File: src/rtl/hex_page_ctrl.sv
`default_nettype none
// ============================================================================
//  Module      : hex_page_ctrl
//  Description : Shares one hex-to-7-segment converter across four registered
//                HEX digits. Shows a 32-bit word, loaded by a req/ack
//                handshake, as two 16-bit pages alternating on a timer.
//  Revision    : 1.0  initial release
// ============================================================================
module hex_page_ctrl #(
    parameter int PAGE_CYCLES = 50000000,
    parameter int TIMER_W     = 26
) (
    input  logic        clk,
    input  logic        rst,
    input  logic        loadReq,
    input  logic [31:0] loadData,
    output logic        loadAck,
    input  logic        holdPage,
    input  logic        blank,
    output logic [3:0]  nibOut,
    input  logic [6:0]  segIn,
    output logic [6:0]  hex0,
    output logic [6:0]  hex1,
    output logic [6:0]  hex2,
    output logic [6:0]  hex3,
    output logic        pageIdx,
    output logic        busy
);

    localparam logic [0:0]         C_ST_IDLE    = 1'b0;
    localparam logic [0:0]         C_ST_SWEEP   = 1'b1;
    localparam logic [TIMER_W-1:0] C_TIMER_LAST = TIMER_W'(PAGE_CYCLES - 1);
    localparam logic [6:0]         C_SEG_OFF    = 7'b1111111;

    logic [0:0]         state_q, state_d;
    logic [1:0]         digit_q, digit_d;
    logic [31:0]        word_q, word_d;
    logic               page_q, page_d;
    logic [TIMER_W-1:0] timer_q, timer_d;
    logic               ack_q, ack_d;
    logic [3:0][6:0]    hex_q, hex_d;

    // State register: reset starts a sweep of the cleared word
    always_ff @(posedge clk) begin
        if (rst) begin
            state_q <= C_ST_SWEEP;
            digit_q <= 2'd0;
            word_q  <= 32'd0;
            page_q  <= 1'b0;
            timer_q <= '0;
            ack_q   <= 1'b0;
            hex_q   <= {4{C_SEG_OFF}};
        end else begin
            state_q <= state_d;
            digit_q <= digit_d;
            word_q  <= word_d;
            page_q  <= page_d;
            timer_q <= timer_d;
            ack_q   <= ack_d;
            hex_q   <= hex_d;
        end
    end

    // Next-state logic: sweep one digit per cycle, then idle/load/page timer
    always_comb begin
        state_d = state_q;
        digit_d = digit_q;
        word_d  = word_q;
        page_d  = page_q;
        timer_d = timer_q;
        ack_d   = 1'b0;
        hex_d   = hex_q;
        case (state_q)
            C_ST_SWEEP: begin
                // Timer is frozen and requests are ignored while sweeping
                hex_d[digit_q] = segIn;
                digit_d        = digit_q + 2'd1;
                if (digit_q == 2'd3) begin
                    state_d = C_ST_IDLE;
                end
            end
            default: begin
                if (loadReq) begin
                    // A load beats a coinciding page flip
                    word_d  = loadData;
                    page_d  = 1'b0;
                    timer_d = '0;
                    ack_d   = 1'b1;
                    state_d = C_ST_SWEEP;
                end else if (!holdPage) begin
                    if (timer_q == C_TIMER_LAST) begin
                        timer_d = '0;
                        page_d  = ~page_q;
                        state_d = C_ST_SWEEP;
                    end else begin
                        timer_d = timer_q + TIMER_W'(1);
                    end
                end
            end
        endcase
    end

    // Outputs: converter nibble select, status, blanking overlay
    always_comb begin
        nibOut  = 4'd0;
        busy    = 1'b0;
        if (state_q == C_ST_SWEEP) begin
            nibOut = word_q[{page_q, digit_q, 2'b00} +: 4];
            busy   = 1'b1;
        end
        loadAck = ack_q;
        pageIdx = page_q;
        hex0    = blank ? C_SEG_OFF : hex_q[0];
        hex1    = blank ? C_SEG_OFF : hex_q[1];
        hex2    = blank ? C_SEG_OFF : hex_q[2];
        hex3    = blank ? C_SEG_OFF : hex_q[3];
    end

endmodule
`default_nettype wire

File: config.mk
export PLATFORM = sky130hd
export DESIGN_NAME = hex_page_ctrl
export DESIGN_NICKNAME = d
export VERILOG_FILES = /design/src/rtl/hex_page_ctrl.sv
export SDC_FILE = /design/constraint.sdc
export NUM_CORES = 1
export LEC_CHECK = 0
export ABC_AREA = 1
export CORE_AREA = 2 2 107 109
export CTS_CLUSTER_SIZE = 12
export DETAILED_ROUTE_END_ITERATION = 6
export DIE_AREA = 0 0 109 111
export SLEW_MARGIN = 20
export SYNTH_ARGS = -nofsm -noshare
export SYNTH_HDL_FRONTEND = slang
export SYNTH_SLANG_ARGS = --single-unit
File: constraint.sdc
create_clock -name clk -period 2.9 [get_ports clk]
set_input_delay 0.29 -clock clk [delete_from_list [all_inputs] [get_ports clk]]
set_output_delay 0.29 -clock clk [all_outputs]
set_load 0.02 [all_outputs]
==> qor.yml <==
drtPass1Iterations: 4
crit_slowest_cell: "clkdlybuf4s50_1"
syn_nets: 651
initial_core_util_pct: 38.5
p_comb_share_pct: 18.9
timing.hold.ws_ps: 463
worst_pin_slew_ps: 637
slowest_delay_ps: 650
path_delay_family: "buffers and inverters"
yosys_warnings: 0
endpoint_kind: "output port"
p_per_area_nw_per_um2: 586
grt_pass1_wl_um: 17500
die-area_um2: 12100
ant_nets: 0
status: "finished, final reports clean"
path_class: "reg2out"
final.setup.tns_ps: 0
critPathArrivalTime_ps: 2370
worst_setup_path_start_kind: "flop"
wl_um: 10900
hold_viol_final: 0
utilization_pct: 49.1
grt_overflow_total: 0
io_pins: 79
clockRootBuffer: "clkbuf_16"
h-tree-depth: 3
synth_top_cell_area_share_pct: 42.8
wire_per_inst_um: 13.3
synth_cells: 602
n_antenna_cell: 0
synth_cell_types: 34
synth.avg_cell_area_um2: 7.08
intPower_mw: 2.28
setup_ws_ps: 243
ctsLongestPathBuffers: 2
yosys.area.top_type: "dfxtp_1"
hold_buffers: 0
power_switching_mw: 0.911
syn_to_final_growth_pct: 27.8
ys_ff_latch: 91
seq_area_frac_synth_pct: 42.8
worst-path-max-fanout: 11
clk_latency_ps: 350
die_w_um: 109
final_cell_mix: "183 x nand2_1, 89 x dfxtp_1, 78 x clkdlybuf4s50_1, 65 x nand3_1, 51 x inv_1"
p_leak_nw: 2.18
cts_buffers: 9
grt_max_degree: 34
die_y_um: 111
dp_hpwl_um: 7870
drc: 0
pre_cts_ws_ps: 420
antenna_found_initial: 0
synth_area_um2: 4260
sw_frac_of_total_pct: 28.5
gp_congestion: 0.844
drive_gt1_share_pct: 10.6
fin_skew_ps: 9.66
seqPwrFrac_pct: 44.4
port_buffers: 78
path_cells: "clkinvlp_4 -> a21oi_1 -> o21ai_0 -> nand3_1 -> nand2_1 -> a31oi_1 -> clkdlybuf4s50_1"
viasPerCell: 4.83
n_fill_cell: 1084
placed_area_um2: 5140
nNetsFinal: 724
path_buf_inv: 2
drtIter0Drc: 204
fmax_mhz: 376
rsz0062_at_grt: "false"
max-cap-violations: 0
core-area_um2: 11100
clkPwrFrac_pct: 36.7
slew_violations: 0
grt_pass1_vias: 3702
final_common_cell: "nand2_1"
path_clk_slew_ps: 70
clock_sinks: 91
synthTopCellsByArea: "dfxtp_1 43%, nand2_1 16%, nand3_1 7.6%, inv_1 4.5%, o21ai_0 4.5%"
rows: 39
ir_worst_vdd_uv: 387
cp.required_ps: 2610
min_period_ps: 2660
slew_headroom_pct: 57.4
grt_usage_pct: 18.6
finalSetupViolations: 0
tritoncts: "done"
num_vias: 3978
fin_crit_sh_pct: 91.6
hold_class: "reg2reg"
fin_area_um2: 5440
per-layer routing:
layer  up-vias  share of wire [%]  global-route usage, %
met4         0                2.2                   7.18
met2        84                 47                   30.8
li1       2070                  -                      -
met1      1804                 46                   22.8
met5         -                  0                      0
met3        20                4.4                   5.11
flip-flops by register name (all words and copies together), names as in the netlist:
| register | count |
|---|---|
| loadAck | 1 |
| word_q | 32 |
| digit_q | 2 |
| pageIdx | 1 |
| state_q | 1 |
| timer_q | 26 |
| hex_q | 28 |
worst paths after layout:
path / start / end / slack, ps / cells after the start
worst max-delay path: digit_q[1] / nibOut[0] / 240 / 7
worst min-delay path: hex_q[5] / hex_q[5] / 460 / 2
worst max register to register: digit_q[1] / hex_q[10] / 1190 / 6
worst min register to register: hex_q[5] / hex_q[5] / 460 / 2
power groups by stage:
stage | registers, mW | clock network [mW] | logic [mW]
6_report | 1.42 | 1.17 | 0.604
5_1_grt | 1.42 | 1.24 | 0.668
4_1_cts | 1.41 | 1.20 | 0.605
3_5_place_dp | 1.44 | 0 | 0.600
3_3_place_gp | 1.44 | 0 | 0.593
2_1_floorplan | 1.40 | 0 | 0.386
synthesized netlist by cell type:
cell type / count
nand3b_1: 1
dfxtp_1: 91
nand2_2: 3
nor4_1: 1
nor3_1: 5
inv_1: 51
xor2_1: 5
buf_2: 5
xnor2_1: 2
mux2i_1: 1
nand3_4: 1
or2_2: 29
o211ai_1: 1
inv_2: 1
o21ai_2: 1
o22ai_1: 2
buf_6: 3
nor2_2: 2
o21ai_0: 38
clkbuf_1: 11
nor3_2: 3
nand4_1: 5
a31oi_1: 4
clkinv_1: 1
nand3_1: 65
nand2_4: 4
and3_1: 1
a21oi_1: 23
nor2_1: 48
nand2_1: 183
nand4_4: 1
inv_4: 1
ha_1: 5
nor2_4: 4
worst reg2reg max path: cells and delay by family, from the launching register on:
kind / cells / cell delay (ps)
flops: 1 / 480
fa+ha+maj: 1 / 240
simple gates: 3 / 410
buf+inv: 2 / 470
cell families (layout without fill, tap and decap cells):
| kind of cell | after synthesis | count (layout) | synth area share (%) |
|---|---|---|---|
| AOI/OAI and AO/OA | 69 | 69 | 8.43 |
| xor gates and xnor gates | 7 | 7 | 1.44 |
| adders and majority gates | 5 | 5 | 1.47 |
| buffers and inverters | 73 | 151 | 7.17 |
| DFF | 91 | 91 | 42.8 |
| muxes | 1 | 1 | 0.235 |
| and+or+nand+nor | 356 | 356 | 38.5 |
timing repair:
item / in CTS / in global routing
setup endpoints to repair: 0 / 4
resized for setup: 0 / 3
buffers inserted: 0 / 0
hold endpoints to repair: 0 / 0
area by class of cell:
type / instances / area [um2] / area share, %
multi-input cells: 438 / 2140 / 39.2
well taps: 143 / 179 / 3.29
repair buffers: 81 / 803 / 14.8
clock inverters: 6 / 62.6 / 1.15
clock buffers: 10 / 229 / 4.21
inverters: 54 / 209 / 3.84
flip-flops and latches: 91 / 1820 / 33.5
stage by stage:
step / power [mW] / instances
6_report: 3.19 / 823
5_1_grt: 3.34 / 823
4_1_cts: 3.21 / 823
3_5_place_dp: 2.04 / 807
3_3_place_gp: 2.03 / 807
2_1_floorplan: 1.79 / 602
Note: power is estimated with default switching activity, not from simulation.
